==> src/rtl/dmem_arb_pkg.sv <==
`default_nettype none
// ============================================================================
// Module   : dmem_arb_pkg
// Brief    : Shared types and constants for the data-memory arbiter.
// Revision : 1.0 - initial release
// ============================================================================
package dmem_arb_pkg;

    typedef enum logic [0:0] {
        ARB_SHARED = 1'b0,
        ARB_LOCKED = 1'b1
    } arb_state_e;

    typedef enum logic [0:0] {
        OWN_CPU = 1'b0,
        OWN_DBG = 1'b1
    } owner_e;

    localparam int STARVE_CNT_W = 4;

endpackage : dmem_arb_pkg
`default_nettype wire

==> src/rtl/dmem_arbiter.sv <==
`default_nettype none
// ============================================================================
// Module   : dmem_arbiter
// Brief    : CPU/DBG arbiter for the single-port data memory with starvation
//            guard and DBG lock mode.
// Revision : 1.0 - initial release
// ============================================================================
module dmem_arbiter
    import dmem_arb_pkg::*;
#(
    parameter int ADDRESS_LINE = 8,
    parameter int DATA_WIDTH   = 8,
    parameter int STARVE_LIMIT = 4
) (
    input  logic                    clock,
    input  logic                    reset,
    input  logic                    cpu_req,
    input  logic                    cpu_we,
    input  logic [ADDRESS_LINE-1:0] cpu_addr,
    input  logic [DATA_WIDTH-1:0]   cpu_wdata,
    output logic                    cpu_gnt,
    output logic                    cpu_rvalid,
    output logic [DATA_WIDTH-1:0]   cpu_rdata,
    output logic                    cpu_stall,
    input  logic                    dbg_req,
    input  logic                    dbg_we,
    input  logic [ADDRESS_LINE-1:0] dbg_addr,
    input  logic [DATA_WIDTH-1:0]   dbg_wdata,
    input  logic                    dbg_lock,
    output logic                    dbg_gnt,
    output logic                    dbg_rvalid,
    output logic [DATA_WIDTH-1:0]   dbg_rdata,
    output logic                    dbg_locked,
    output logic                    mem_read,
    output logic                    mem_write,
    output logic [ADDRESS_LINE-1:0] mem_address,
    output logic [DATA_WIDTH-1:0]   mem_write_data,
    input  logic [DATA_WIDTH-1:0]   mem_read_data
);

    localparam logic [STARVE_CNT_W-1:0] C_STARVE_MAX = STARVE_CNT_W'(STARVE_LIMIT);

    arb_state_e              state_q;
    logic [STARVE_CNT_W-1:0] starve_q, starve_d;
    logic                    rd_pend_q, rd_pend_d;
    owner_e                  rd_own_q, rd_own_d;

    logic                    w_lock_hold;
    logic                    w_cpu_gnt;
    logic                    w_dbg_gnt;
    logic                    w_we;

    // A locked state with dbg_lock already dropped arbitrates as SHARED.
    assign w_lock_hold = (state_q == ARB_LOCKED) && dbg_lock;

    always_comb begin
        w_cpu_gnt = 1'b0;
        w_dbg_gnt = 1'b0;
        if (!reset) begin
            if (w_lock_hold) begin
                w_dbg_gnt = dbg_req;
            end else if (dbg_req && (!cpu_req || (starve_q == C_STARVE_MAX))) begin
                w_dbg_gnt = 1'b1;
            end else begin
                w_cpu_gnt = cpu_req;
            end
        end
    end

    assign w_we = w_dbg_gnt ? dbg_we : cpu_we;

    assign cpu_gnt        = w_cpu_gnt;
    assign dbg_gnt        = w_dbg_gnt;
    assign cpu_stall      = !reset && cpu_req && !w_cpu_gnt;
    assign dbg_locked     = !reset && w_lock_hold;
    assign mem_read       = (w_cpu_gnt || w_dbg_gnt) && !w_we;
    assign mem_write      = (w_cpu_gnt || w_dbg_gnt) && w_we;
    assign mem_address    = w_dbg_gnt ? dbg_addr  : (w_cpu_gnt ? cpu_addr  : '0);
    assign mem_write_data = w_dbg_gnt ? dbg_wdata : (w_cpu_gnt ? cpu_wdata : '0);

    assign cpu_rvalid = !reset && rd_pend_q && (rd_own_q == OWN_CPU);
    assign dbg_rvalid = !reset && rd_pend_q && (rd_own_q == OWN_DBG);
    assign cpu_rdata  = cpu_rvalid ? mem_read_data : '0;
    assign dbg_rdata  = dbg_rvalid ? mem_read_data : '0;

    always_comb begin
        starve_d  = '0;
        rd_pend_d = mem_read;
        rd_own_d  = w_dbg_gnt ? OWN_DBG : OWN_CPU;
        if (dbg_req && !w_dbg_gnt) begin
            starve_d = (starve_q == C_STARVE_MAX) ? starve_q : starve_q + 1'b1;
        end
    end

    always_ff @(posedge clock) begin
        if (reset) begin
            state_q   <= ARB_SHARED;
            starve_q  <= '0;
            rd_pend_q <= 1'b0;
            rd_own_q  <= OWN_CPU;
        end else begin
            starve_q  <= starve_d;
            rd_pend_q <= rd_pend_d;
            rd_own_q  <= rd_own_d;
            case (state_q)
                ARB_SHARED: if (w_dbg_gnt && dbg_lock) state_q <= ARB_LOCKED;
                ARB_LOCKED: if (!dbg_lock)             state_q <= ARB_SHARED;
                default:                               state_q <= ARB_SHARED;
            endcase
        end
    end

endmodule : dmem_arbiter
`default_nettype wire

==> config.mk <==
export PLATFORM = sky130hd
export DESIGN_NAME = dmem_arbiter
export DESIGN_NICKNAME = d
export VERILOG_FILES = /design/src/rtl/dmem_arb_pkg.sv /design/src/rtl/dmem_arbiter.sv
export SDC_FILE = /design/constraint.sdc
export NUM_CORES = 1
export LEC_CHECK = 0
export CAP_MARGIN = 20
export CELL_PAD_IN_SITES_DETAIL_PLACEMENT = 1
export CELL_PAD_IN_SITES_GLOBAL_PLACEMENT = 2
export CORE_MARGIN = 4
export CORE_UTILIZATION = 12
export DETAILED_ROUTE_END_ITERATION = 6
export GPL_TIMING_DRIVEN = 0
export PLACE_DENSITY = 0.74
export SYNTH_ARGS = -nofsm -noshare
export SYNTH_HDL_FRONTEND = slang
export SYNTH_SLANG_ARGS = --single-unit
==> constraint.sdc <==
create_clock -name clock -period 2 [get_ports clock]
set_input_delay 0.4 -clock clock [delete_from_list [all_inputs] [get_ports clock]]
set_output_delay 0.4 -clock clock [all_outputs]
set_load 0.01 [all_outputs]
==> metrics.md, run 1 <==
| Metric | Value |
|---|---|
| Sw frac | `27.5%` |
| Net count, final | `255` |
| First-pass GRT wire length | `6160 um` |
| Ports | `87` |
| Yosys top cell area share | `20.6%` |
| Post-synth cell types | `29` |
| Initial core utilization | `12.7%` |
| LEAKAGE | `0.941 nW` |
| Worst setup margin | `-0.231 ns` |
| Clk slew on worst S/H paths | `0.04 ns` |
| Die Area | `8260 um^2` |
| # port buffers | `85` |
| DRT Pass-1 Iters | `2` |
| Vias in the first global route | `1,205` |
| Int Pwr | `0.471 mW` |
| Final setup viols | `20` |
| Vias | `1,176` |
| Pin count of the biggest net entering global routing | `11` |
| CTS tree | `yes` |
| RSZ-0062 raised after global routing | `true` |
| Core Footprint | `6490 um^2` |
| Syn-to-layout area delta | `137%` |
| HPWL after detailed placement | `2950 um` |
| Total Wirelength | `3990 um` |
| CP required | `1.60 ns` |
| Routed Antenna Nets | `0` |
| Die height | `90.9 um` |
| Row count | `29` |
| GRT Util Overall | `9.17%` |
| XOR/XNOR Fraction of Synth Area | `1.06%` |
| Adder-cell share of the synthesized area | `3.03%` |
| Setup_tns | `-4.05 ns` |
| Commonest non-fill, non-tap cell in the layout | `clkdlybuf4s50_1` |
| Total gr overflow | `0` |
| Syn_nets | `149` |
| Crit path max fanout | `8` |
| Mapped Cells | `100` |
| Commonest non-fill, non-tap cells in the layout | `clkdlybuf4s50_1 (53), buf_2 (21), and2_1 (18), nor2b_1 (18), a32o_1 (16)` |
| Leading post-synthesis cells by cell area | `a32o_1 (21%), dfxtp_1 (17%), and2_1 (14%)` |
| Final Instance Area | `1960 um^2` |
| Ratio of cells with drive above 1 in the final layout | `31.2%` |
| DRC violation count after routing | `0` |
| Root Driver | `clkbuf_8` |
| Hold crit path type | `register to register` |
| H-tree depth | `1` |
| CP Launch Type | `register` |
| Tightest Pin Transition | `0.455 ns` |
| Max clock buf depth | `2` |
| Worst vdd ir | `157 uV` |
| Crit. End Element | `primary output` |
| Final Max Slew Viols | `0` |
| Via density | `4.17` |
| Initial antenna violation count | `0` |
| Clock Latency Late Sink | `0.23 ns` |
| Placed cell areas | `1770 um^2` |
| Worst Skew | `0.00434 ns` |
| Multiplexer share of the synthesized area | `1.21%` |
| Sequential area share after synthesis | `17.0%` |
| Final Wtd Congestion | `0.742` |
| Max transition margin | `69.7%` |
| Area leader, netlist | `a32o_1` |
| Clk pwr share | `31.1%` |
| Routed len/inst | `14.1 um` |
| Pwr/cell area | `332 nW/um^2` |
| Compound-cell area share of the yosys netlist | `27.3%` |
| Diode count | `0` |
| Fill cells | `764` |
| Period utilisation layout | `112%` |
| Num CTS Buffers | `3` |
| Iter 0 DRT Violations | `9` |
| Final hold vios | `0` |
| CTS sink count | `7` |
| Logic gate share of total power | `46.0%` |
| Status | `finished, violations left` |
| Syn avg cell area | `8.25 um^2` |
| Post-Place Worst Slack | `-0.838 ns` |
| Register bit total from synthesis | `7` |
| Synth warnings | `0` |
| Critical path type | `register to primary output` |
| Largest family of logic cells by synthesized area | `simple AND/OR/NAND/NOR gates` |
| Cell Area, Synth | `825 um^2` |
| Die Wd | `90.9 um` |
| Synth Area in Simple Gates | `40.7%` |
| Post-route minimum period | `2.23 ns` |
| Max-capacitance violation count | `0` |
| Sequential power share | `22.9%` |
| Critical path arrival | `1.83 ns` |
| Failing checks | `setup timing` |
| Worst hold margin | `0.528 ns` |
| Fmax | `448 MHz` |
| Total net switching power | `0.179 mW` |
through the flow:
stage / total power [mW] / util [%] / cells
after detailed placement: 0.433 / 27.3 / 262
after global routing: 0.690 / 30.1 / 282
final: 0.650 / 30.1 / 282
after CTS: 0.653 / 29.5 / 280
after global placement: 0.432 / 27.3 / 262
after floorplan: 0.258 / - / 100
cell families after synthesis:
logic type      after synthesis
mux                           1
xor+xnor                      1
buf+inv                      13
fa+ha+maj                     2
compound gates               23
simple gates                 53
flops                         7
worst paths after layout:
| kind | cells after the start | slack, ns | endpoint | startpoint |
|---|---|---|---|---|
| setup reg to reg | 8 | 0.32 | rd_pend_q | starve_q[1] |
| hold reg to reg | 2 | 0.53 | starve_q[0] | starve_q[0] |
| hold / removal | 2 | 0.53 | starve_q[0] | starve_q[0] |
| setup / recovery | 8 | -0.23 | mem_write_data[3] | starve_q[1] |
worst max-delay path, stage by stage (launching register included):
cell and delay (ns):
dfxtp_2 0.33, inv_2 0.05, ha_4 0.15, and3b_2 0.21, or2_1 0.22, buf_6 0.15
buf_8 0.13, a32o_1 0.21, buf_2 0.14
metal layers:
layer  GRT usage, %  vias up  wire (um)
li1               -      575          -
met1           10.3      531       1630
met2           16.3       65       1900
met3           3.00        5        408
met4           3.02        0         51
met5              0        -          0
area by class of cell:
| type | count | area, um^2 | area share (%) |
|---|---|---|---|
| clock buffers | 4 | 45.0 | 2.30 |
| plain buffers | 10 | 104 | 5.30 |
| inverters | 2 | 7.51 | 0.383 |
| multi-input cells | 81 | 652 | 33.3 |
| repair buffers | 101 | 908 | 46.4 |
| flip-flops and latches | 7 | 145 | 7.41 |
| well taps | 77 | 96.3 | 4.92 |
sequential cells by signal, summed over array words and instances (netlist names):
| signal | cells |
|---|---|
| state_q | 1 |
| rd_own_q | 1 |
| rd_pend_q | 1 |
| starve_q | 4 |
power groups by stage:
stage	clock (mW)	combinational, mW	sequential (mW)
final	0.202	0.299	0.149
after global placement	0	0.283	0.149
after detailed placement	0	0.284	0.149
after CTS	0.206	0.299	0.148
after global routing	0.215	0.325	0.149
after floorplan	0	0.109	0.149
cells in the mapped netlist:
| cell type | count |
|---|---|
| inv_1 | 2 |
| nand3_1 | 1 |
| nor2b_1 | 18 |
| a32o_1 | 17 |
| buf_2 | 1 |
| nor3b_1 | 1 |
| and2_1 | 18 |
| clkbuf_1 | 7 |
| nor4_1 | 1 |
| nor3b_2 | 1 |
| dfxtp_1 | 7 |
| buf_6 | 1 |
| ha_1 | 2 |
| nor3_1 | 1 |
| nor4b_1 | 1 |
| nor2_1 | 4 |
| xnor2_1 | 1 |
| a21bo_4 | 1 |
| nor3_2 | 1 |
| mux2i_1 | 1 |
| buf_8 | 2 |
| nand2_1 | 1 |
| a31o_1 | 1 |
| a22o_1 | 2 |
| and3b_1 | 2 |
| or2_1 | 1 |
| nand2b_1 | 2 |
| a21oi_1 | 1 |
| a211oi_1 | 1 |
timing repair:
action	4_1_cts	5_1_grt
endpoints found under the setup margin	40	33
resized for setup	113	14
hold buffers	0	0
gates cloned	3	0
buffers inserted	12	2
pin swaps	20	2
(Power assumes the default switching activity.)
==> run 2: changes to the inputs <==
--- a/config.mk
+++ b/config.mk
@@ -13,6 +13,7 @@
 export DETAILED_ROUTE_END_ITERATION = 6
 export GPL_TIMING_DRIVEN = 0
 export PLACE_DENSITY = 0.74
+export SKIP_CTS_REPAIR_TIMING = 1
 export SYNTH_ARGS = -nofsm -noshare
 export SYNTH_HDL_FRONTEND = slang
 export SYNTH_SLANG_ARGS = --single-unit
==> run 2 against run 1 <==
The run still ends with setup timing left. Register-to-register slack lost 0.18 ns. Non-clock buffer count shrank 5. Largest power group unchanged. Combinational power shrank 2%. Die area is the same. Design area shrank 0.89%. Fmax shrank 2.0%. Worst setup slack lost 0.045 ns. Sequential power is essentially flat. Power shrank 1.8%. Highest routed layer unchanged. Sequential cell count is the same.
==> metrics.md, run 2 (same netlist as run 1, synthesis figures left out) <==
| Metric | Value |
|---|---|
| Max-capacitance violation count | `0` |
| Vias | `1,187` |
| Syn-to-layout area delta | `135%` |
| Tightest Pin Transition | `0.465 ns` |
| Post-route insts no fill | `278` |
| Pwr/cell area | `329 nW/um^2` |
| CP required | `1.60 ns` |
| Met2 GRT Util | `13.8%` |
| H-tree depth | `1` |
| Period utilisation layout | `114%` |
| Reg-to-reg endpoint | `starve_q[2]` |
| Multi-input gate area | `664 um^2` |
| Status | `finished, violations left` |
| Buf/Inv on CP | `4` |
| Met1 GRT Util | `10.1%` |
| Family with the most delay on the worst path | `buffers and inverters` |
| Commonest non-fill, non-tap cells in the layout | `clkdlybuf4s50_1 (53), nor2b_1 (18), and2_1 (17)` |
| Routed len/inst | `14.4 um` |
| DRT Pass-1 Iters | `4` |
| Worst-path cell chain | `inv_1 -> ha_4 -> and3b_2 -> or2_1 -> buf_6 -> clkbuf_16 -> a32o_1 -> clkbuf_2` |
| DP Cell Count | `262` |
| Slowest CP cell | `dfxtp_2` |
| Max clock buf depth | `2` |
| FF/Latch Area | `145 um^2` |
| Post-Place Worst Slack | `-0.838 ns` |
| Die Area | `8260 um^2` |
| Commonest non-fill, non-tap cell in the layout | `clkdlybuf4s50_1` |
| Worst setup margin | `-0.276 ns` |
| Fmax | `439 MHz` |
| Ratio of cells with drive above 1 in the final layout | `29.4%` |
| Max stage delay on crit path | `0.32 ns` |
| Most used routing layer | `met2` |
| Final Wtd Congestion | `0.742` |
| Ports | `87` |
| Reg with most FFs | `starve_q` |
| Post-route minimum period | `2.28 ns` |
| Core Footprint | `6490 um^2` |
| Initial antenna violation count | `0` |
| # port buffers | `85` |
| Worst Skew | `0.00298 ns` |
| Initial core utilization | `12.7%` |
| Via density | `4.27` |
| Met3 Resource Use GR | `3.17%` |
| Clk slew on worst S/H paths | `0.04 ns` |
| LEAKAGE | `0.976 nW` |
| CTS sink count | `7` |
| CTS tree | `yes` |
| Hold Startpoint | `starve_q[0]` |
| Root Driver | `clkbuf_8` |
| Failing checks | `setup timing` |
| Vias in the first global route | `1,106` |
| Hold Path Stages | `1` |
| Largest register FFs | `4` |
| Hold endpoint | `starve_q[0]` |
| Row count | `29` |
| Crit path max fanout | `5` |
| Crit. End Element | `primary output` |
| Die height | `90.9 um` |
| RSZ-0062 raised after global routing | `true` |
| Num CTS Buffers | `3` |
| Diode count | `0` |
| CP Launch Type | `register` |
| Total Wirelength | `4000 um` |
| Die Wd | `90.9 um` |
| Total gr overflow | `0` |
| Max transition margin | `69.0%` |
| R2R Setup Slk | `0.14 ns` |
| Final hold vios | `0` |
| Routed Antenna Nets | `0` |
| GRT Util Overall | `8.45%` |
| Final Max Slew Viols | `0` |
| Worst vdd ir | `149 uV` |
| Final setup viols | `19` |
| First-pass GRT wire length | `5700 um` |
| Pin count of the biggest net entering global routing | `11` |
| DRC violation count after routing | `0` |
| Worst r2r src | `starve_q[1]` |
| Net count, final | `251` |
| Clock Latency Late Sink | `0.23 ns` |
| Critical path arrival | `1.88 ns` |
| Iter 0 DRT Violations | `11` |
| Critical path type | `register to primary output` |
| HPWL after detailed placement | `2950 um` |
| Reg2reg path depth | `10` |
| Fill cells | `757` |
| Hold crit path type | `register to register` |
==> run 2: changes by cell type in the layout (fill, tap and decap cells not counted), moves of 2 or more <==
cell,previous run,this run
buf_2,21,15
clkbuf_2,0,5
dlymetal6s2s_1,7,12
dlygate4sd2_1,4,0
buf_4,13,11
clkbuf_8,5,3
==> run 2: area by class of cell <==
type / instances / area share [%]
Timing Repair Buffer: 96 / 46.2
Inverter: 2 / 0.387
Tap cell: 77 / 4.96
Clock buffer: 4 / 2.32
Buffer: 10 / 4.38
Multi-Input combinational cell: 82 / 34.2
Sequential cell: 7 / 7.48
==> run 2: how the worst max path moves through the flow <==
| stage | slack [ns] | startpoint | depth (start not counted) | to |
|---|---|---|---|---|
| after floorplan | 0.09 | starve_q[0] | 7 | mem_write_data[3] |
| after global placement | -0.83 | cpu_req | 6 | mem_write_data[3] |
| after detailed placement | -0.84 | cpu_req | 6 | mem_write_data[3] |
| after CTS | -0.86 | starve_q[0] | 7 | mem_write_data[3] |
| after global routing | -0.36 | starve_q[0] | 8 | mem_write_data[1] |
| final | -0.28 | starve_q[1] | 8 | mem_address[6] |
==> run 2: routing by layer <==
layer  part of all wire, %  up-vias
met5                     0        -
met4                   1.3        0
met3                    10        5
met2                    47       69
met1                    41      543
li1                      -      570
==> run 2: through the flow <==
stage          cell area, um^2  hold WS, ns  power (mW)  setup TNS [ns]  utilization, %
2_1_floorplan              825        0.451       0.258               0               -
3_3_place_gp              1770        0.495       0.432          -20.96            27.3
3_5_place_dp              1770        0.499       0.433          -21.14            27.3
4_1_cts                   1820        0.503       0.639          -21.63            28.0
5_1_grt                   1940        0.456       0.678           -6.27            29.9
6_report                  1940        0.434       0.638           -4.66            29.9
==> run 2: worst register-to-register path, delay by kind of cell, from the launching register on <==
family        cells  cell delay (ns)
fa+ha+maj         1             0.16
buf+inv           6             0.70
simple gates      3             0.60
flops             1             0.32
==> run 2: power breakdown <==
| part | internal [mW] | leakage (nW) | switching [mW] | total (mW) |
|---|---|---|---|---|
| clock network | 0.138 | 0.0228 | 0.0587 | 0.196 |
| logic | 0.182 | 0.894 | 0.110 | 0.292 |
| registers | 0.145 | 0.0587 | 0.00472 | 0.150 |
| total | 0.465 | 0.976 | 0.173 | 0.638 |
